`src/rtl/bitlet_pkg.sv`:
```
// Shared definitions for the Bitlet selection scheduler.
// Holds the sequencer state encoding, the default tile geometry, and the
// helpers that derive the select and counter widths from the tile length.
package bitlet_pkg;

    localparam int DEFAULT_DATA_WIDTH = 8;
    localparam int DEFAULT_VEC_LENGTH = 32;

    typedef enum logic [1:0] {
        IDLE  = 2'd0,
        ISSUE = 2'd1,
        DRAIN = 2'd2
    } state_t;

    // Width of an activation index; a single-entry tile still needs one bit.
    function automatic int sel_width(input int vec_length);
        return (vec_length > 1) ? $clog2(vec_length) : 1;
    endfunction

    // Width able to hold 0..vec_length issue cycles.
    function automatic int cnt_width(input int vec_length);
        return $clog2(vec_length + 1);
    endfunction

endpackage

```
`src/rtl/bitlet_lane_picker.sv`:
```
// Combinational lowest-set-bit picker for one bit-significance lane.
// Ports:
//   mask   - pending activations for this lane (bit i = weight i has this bit set)
//   sel    - index of the lowest set bit, 0 when the mask is empty
//   any    - mask has at least one bit set
//   rest   - mask with its lowest set bit cleared
//   single - mask has at most one bit set (rest is empty)
module bitlet_lane_picker #(
    parameter int VEC_LENGTH = 32,
    parameter int SEL_WIDTH  = 5
) (
    input  logic [VEC_LENGTH-1:0] mask,
    output logic [SEL_WIDTH-1:0]  sel,
    output logic                  any,
    output logic [VEC_LENGTH-1:0] rest,
    output logic                  single
);

    // Classic x & (x-1): drops exactly the lowest set bit.
    assign rest   = mask & (mask - VEC_LENGTH'(1));
    assign any    = |mask;
    assign single = ~|rest;

    // Scan from the top so the lowest set bit is the last one written.
    always_comb begin
        sel = '0;
        for (int i = VEC_LENGTH - 1; i >= 0; i--) begin
            if (mask[i]) begin
                sel = SEL_WIDTH'(i);
            end
        end
    end

endmodule

```
`src/rtl/bitlet_sel_scheduler.sv`:
```
// Sequencer for the Bitlet bit-serial MAC.
// Accepts one tile of VEC_LENGTH weights, transposes it into one mask per bit
// lane, and each ISSUE cycle hands the MAC the lowest pending activation index
// per lane. A DRAIN cycle follows to flush the MAC psum pipeline register.
// Ports:
//   clk, reset         - clock, asynchronous active-high reset
//   w_valid/w_ready    - tile handshake; w_in and w_accum_init sampled on accept
//   stall              - freezes sequencing and forces mac_en low
//   act_sel/act_val    - per-lane activation index and valid (from registers only)
//   mac_en, load_accum - MAC controls
//   busy               - accept through DRAIN
//   done               - one-cycle pulse, MAC result valid
//   tile_cycles        - ISSUE cycle count of the last completed tile
module bitlet_sel_scheduler
    import bitlet_pkg::*;
#(
    parameter int DATA_WIDTH = DEFAULT_DATA_WIDTH,
    parameter int VEC_LENGTH = DEFAULT_VEC_LENGTH,
    parameter int SEL_WIDTH  = sel_width(VEC_LENGTH),
    parameter int CNT_WIDTH  = cnt_width(VEC_LENGTH)
) (
    input  logic                  clk,
    input  logic                  reset,
    input  logic                  w_valid,
    output logic                  w_ready,
    input  logic [DATA_WIDTH-1:0] w_in [VEC_LENGTH],
    input  logic                  w_accum_init,
    input  logic                  stall,
    output logic [SEL_WIDTH-1:0]  act_sel [DATA_WIDTH],
    output logic                  act_val [DATA_WIDTH],
    output logic                  mac_en,
    output logic                  load_accum,
    output logic                  busy,
    output logic                  done,
    output logic [CNT_WIDTH-1:0]  tile_cycles
);

    state_t                 state_reg, state_next;
    logic                   init_q_reg;
    logic                   first_reg;
    logic [CNT_WIDTH-1:0]   cnt_reg;
    logic [CNT_WIDTH-1:0]   tile_cycles_reg;
    logic                   done_reg;

    logic                   accept;
    logic                   issue_adv;
    logic                   drain_adv;
    logic [DATA_WIDTH-1:0]  pick_any;
    logic [DATA_WIDTH-1:0]  pick_single;
    logic [SEL_WIDTH-1:0]   pick_sel  [DATA_WIDTH];
    logic [VEC_LENGTH-1:0]  pick_rest [DATA_WIDTH];

    assign accept    = w_valid && (state_reg == IDLE);
    assign issue_adv = (state_reg == ISSUE) && !stall;
    assign drain_adv = (state_reg == DRAIN) && !stall;

    for (genvar gi = 0; gi < DATA_WIDTH; gi++) begin : g_lane
        logic [VEC_LENGTH-1:0] w_col;
        logic [VEC_LENGTH-1:0] mask_reg;

        // Column gi of the tile: bit gi of every weight.
        for (genvar gj = 0; gj < VEC_LENGTH; gj++) begin : g_col
            assign w_col[gj] = w_in[gj][gi];
        end

        bitlet_lane_picker #(
            .VEC_LENGTH (VEC_LENGTH),
            .SEL_WIDTH  (SEL_WIDTH)
        ) u_picker (
            .mask   (mask_reg),
            .sel    (pick_sel[gi]),
            .any    (pick_any[gi]),
            .rest   (pick_rest[gi]),
            .single (pick_single[gi])
        );

        always_ff @(posedge clk or posedge reset) begin
            if (reset) begin
                mask_reg <= '0;
            end else if (accept) begin
                mask_reg <= w_col;
            end else if (issue_adv) begin
                mask_reg <= pick_rest[gi];
            end
        end

        // Only ISSUE presents selections; DRAIN and IDLE show an idle lane.
        assign act_val[gi] = (state_reg == ISSUE) && pick_any[gi];
        assign act_sel[gi] = (state_reg == ISSUE) ? pick_sel[gi] : '0;
    end

    always_comb begin
        state_next = state_reg;
        unique case (state_reg)
            IDLE:  if (w_valid) state_next = ISSUE;
            // Leaving once every lane holds at most one bit means the clear on
            // this cycle empties all masks; an all-zero tile still gets one cycle.
            ISSUE: if (!stall && (&pick_single)) state_next = DRAIN;
            DRAIN: if (!stall) state_next = IDLE;
            default: state_next = IDLE;
        endcase
    end

    always_comb begin
        w_ready    = (state_reg == IDLE);
        busy       = (state_reg != IDLE);
        mac_en     = ((state_reg == ISSUE) || (state_reg == DRAIN)) && !stall;
        load_accum = (state_reg == ISSUE) && init_q_reg && first_reg;
    end

    always_ff @(posedge clk or posedge reset) begin
        if (reset) begin
            state_reg       <= IDLE;
            init_q_reg      <= 1'b0;
            first_reg       <= 1'b0;
            cnt_reg         <= '0;
            tile_cycles_reg <= '0;
            done_reg        <= 1'b0;
        end else begin
            state_reg <= state_next;
            done_reg  <= drain_adv;
            if (accept) begin
                init_q_reg <= w_accum_init;
                first_reg  <= 1'b1;
                cnt_reg    <= '0;
            end else if (issue_adv) begin
                // load_accum stays up through stalls until the MAC takes it.
                first_reg <= 1'b0;
                cnt_reg   <= cnt_reg + CNT_WIDTH'(1);
            end
            if (drain_adv) begin
                tile_cycles_reg <= cnt_reg;
            end
        end
    end

    assign done        = done_reg;
    assign tile_cycles = tile_cycles_reg;

endmodule

```
`config.mk`:
```
export PLATFORM = sky130hd
export DESIGN_NAME = bitlet_sel_scheduler
export DESIGN_NICKNAME = d
export VERILOG_FILES = /design/src/rtl/bitlet_pkg.sv /design/src/rtl/bitlet_lane_picker.sv /design/src/rtl/bitlet_sel_scheduler.sv
export SDC_FILE = /design/constraint.sdc
export NUM_CORES = 1
export LEC_CHECK = 0
export ABC_AREA = 0
export BUFFER_PORTS_ARGS = -buffer_cell sky130_fd_sc_hd__buf_2
export CAP_MARGIN = 20
export CORE_MARGIN = 2
export CORE_UTILIZATION = 30
export DETAILED_ROUTE_END_ITERATION = 8
export GPL_TIMING_DRIVEN = 0
export HOLD_SLACK_MARGIN = 0.1
export SKIP_LAST_GASP = 1
export SYNTH_ARGS = -nofsm -noshare
export SYNTH_HDL_FRONTEND = slang
export SYNTH_SLANG_ARGS = --single-unit
```
`constraint.sdc`:
```
create_clock -name clk -period 26.2 [get_ports clk]
set_clock_uncertainty 0.1 [all_clocks]
set_input_delay 2.62 -clock clk [delete_from_list [all_inputs] [get_ports clk]]
set_output_delay 2.62 -clock clk [all_outputs]
set_load 0.01 [all_outputs]
```
==> impl_metrics.toml <==
[drt]
drc = 0
vias = 20300
ant_nets = 0
drt_first_pass_iters = 6
wl_met2_um = 40300
wirelength_um = 90200
drtIter0Drc = 2284
met3_length_um = 8120
wl_met1_um = 37100
wire_per_inst_um = 26.6
route.top_layer_used = "met5"
viasPerCell = 5.98

[sta]
max_freq_ghz = 0.155
min_period_over_period = 0.245
tightest_slew_ps = 1280
final-setup-viol-count = 0
maxSlewHeadroom = 0.123
fin_setup_tns_ps = 0
rsz0062_at_grt = "no"
finalMaxSlewViolations = 0
hold_viol_final = 0
period_minus_slack_ps = 6430

[worst_setup_path]
reg2reg_from = "g_lane[2].mask_reg[0]$_DFFE_PP0P_"
cp-end-kind = "output port"
worstPathRequired_ps = 23480
worst_r2r_endpoint = "state_reg[0]$_DFFE_PP0P_"
reg2regPathDepth = 12
crit_type = "reg -> out"
path_max_fanout = 10
crit_path_start_kind = "flop"
regToRegSetupSlack_ps = 21290
worstPathArrival_ps = 3710

[clocking]
cts-resized-gates = 0
cts_sinks = 273
cts_tree = "done"
root_buffer = "clkbuf_16"
cts_buffer_depth = 3
htree_num_levels = 2
cts-buffers-inserted = 35
cts_hold_buffers = 0
cts.reportedPaths.clkPinSlew_ps = 60
post_cts_buffers = 0
clkLatencyLatePin_ps = 570

[power_and_ir_drop]
vdd_drop_max_v = 0.0000549
powerDensity_mw_per_mm2 = 136
leakagePower_nw = 8.89

[final_layout]
largest_reg_flops = 256
syn_to_final_growth_pct = 23.1
final_core_util = 0.375
final_cell_mix = "nand2_1 (447), o21ai_0 (354), buf_2 (324)"
nets = 2878
final_common_cell = "nand2_1"
drive_gt1_frac = 0.164

[global_routing]
grt_usage = 0.295
grt_max_degree = 98
antenna_found_initial = 4
grt.overflow.total = 0
grt_first_pass_wirelength_um = 130000
grt_pass1_vias = 19400

[floorplanning]
die-area_mm2 = 0.0594
die_width_um = 244
core_area_mm2 = 0.0566
initial_core_util = 0.305
io_pins = 320
fp.dieH_um = 244
rows = 87

[min_path]
min_path_cells = 2
hold_class = "reg -> reg"
min-delay-start = "init_q_reg$_DFFE_PP0P_"
holdPathEnd = "init_q_reg$_DFFE_PP0P_"

[yosys]
avgSynthCellArea_um2 = 7.69
ys_types = 68
synth-edff-count = 0
ys.flop_type = "dfrtp_1"
synth_nets = 2510
ys_seq_elements = 273
async_flop_share = 1.00
synth.cell_area_mm2 = 0.0173
yosysSeqAreaShare = 0.396
synthCells = 2245
synth-warning-count = 0

[place]
routabilityCongestion = 0.998
port_buffers = 319
hpwl_um = 70700

[run]
maxCapViolations = 0

[run_status]
status = "completed"
[worst max-delay path by stage]
stage | from | to
global placement | reset | g_lane[5].mask_reg[13]$_DFFE_PP0P_
CTS | g_lane[7].mask_reg[1]$_DFFE_PP0P_ | act_val[0]
finish | g_lane[2].mask_reg[0]$_DFFE_PP0P_ | act_val[5]
global route | g_lane[7].mask_reg[1]$_DFFE_PP0P_ | act_val[0]
detailed placement | stall | g_lane[4].mask_reg[1]$_DFFE_PP0P_
floorplan | reset | cnt_reg[0]$_DFFE_PP0P_
[synth_stat cells, types with 4 or more instances]
| cell type | number | share of area |
|---|---|---|
| a22o_1 | 10 | 0.0051 |
| nand3_1 | 108 | 0.031 |
| inv_1 | 57 | 0.012 |
| ha_1 | 4 | 0.0029 |
| xor2_1 | 4 | 0.0020 |
| dfrtp_1 | 273 | 0.40 |
| a311oi_1 | 4 | 0.0020 |
| o311ai_0 | 42 | 0.021 |
| o21a_1 | 11 | 0.0048 |
| mux2_2 | 6 | 0.0039 |
| a21boi_0 | 6 | 0.0026 |
| a222oi_1 | 5 | 0.0029 |
| a22oi_1 | 9 | 0.0039 |
| and4_1 | 5 | 0.0025 |
| o2111a_1 | 4 | 0.0026 |
| nor2_1 | 142 | 0.031 |
| o41ai_1 | 33 | 0.017 |
| nor2b_1 | 13 | 0.0047 |
| and3_1 | 10 | 0.0036 |
| a2111oi_0 | 4 | 0.0020 |
| o22ai_1 | 4 | 0.0015 |
| nand2_1 | 447 | 0.097 |
| clkbuf_1 | 144 | 0.031 |
| a211oi_1 | 17 | 0.0074 |
| o31a_1 | 5 | 0.0025 |
| nand4_1 | 35 | 0.013 |
| o2111ai_1 | 10 | 0.0051 |
| o21ai_0 | 354 | 0.10 |
| o311a_1 | 12 | 0.0070 |
| a21oi_1 | 92 | 0.027 |
| or3_1 | 43 | 0.016 |
| buf_1 | 11 | 0.0024 |
| o31ai_1 | 60 | 0.026 |
| nor3_1 | 33 | 0.0096 |
| o21bai_1 | 30 | 0.013 |
| or4_1 | 39 | 0.017 |
| nor4_1 | 67 | 0.024 |
| nand2b_1 | 14 | 0.0051 |
| o221ai_1 | 9 | 0.0046 |
| a221oi_1 | 5 | 0.0025 |
| a31oi_1 | 6 | 0.0022 |
| or2_2 | 19 | 0.0069 |
| o32ai_1 | 4 | 0.0020 |
[kinds of logic after synthesis]
group,synth area share
DFF,0.396
muxes,0.00392
buffers and inverters,0.0483
AOI/OAI and AO/OA,0.274
adders and majority gates,0.00348
and+or+nand+nor,0.272
xor gates and xnor gates,0.00203
[layer usage]
metal	global-route usage	vias to the layer above
met2	0.457	1041
met3	0.0604	190
li1	-	9061
met1	0.392	9998
met5	0	-
met4	0.144	6
[metrics by stage]
stage | hold WS, ps | cell area (µm²) | worst slack, ps | cells | power (mW)
5_1_grt | 401 | 21200 | 19550 | 3395 | 3.04
2_1_floorplan | 338 | 17300 | 15960 | 2245 | 1.65
3_3_place_gp | 355 | 19800 | 12540 | 3320 | 2.26
4_1_cts | 382 | 21200 | 19760 | 3391 | 2.84
3_5_place_dp | 366 | 19900 | 19720 | 3328 | 2.29
6_report | 375 | 21200 | 19770 | 3396 | 2.89
[worst max-delay path: stages (launching register included)]
cell,delay (ps)
dfrtp_1,350
clkbuf_1,300
or4_1,550
clkbuf_1,270
or4_1,520
clkbuf_1,160
clkbuf_1,310
nor2_1,340
a21oi_1,160
buf_2,170
[power by group]
part           switching (mW)  internal, mW
clock network           0.212         0.330
registers               0.301         0.619
logic                   0.981         0.444
[cell type report]
cell class | instances | area, µm²
diodes | 1 | 2.50
plain buffers | 160 | 619
inverters | 57 | 221
clock buffers | 42 | 952
multi-input cells | 1755 | 9590
well taps | 756 | 946
fillers | 6132 | 35400
clock inverters | 21 | 305
flip-flops and latches | 273 | 6830
repair buffers | 331 | 1770
(Power assumes the default switching activity.)
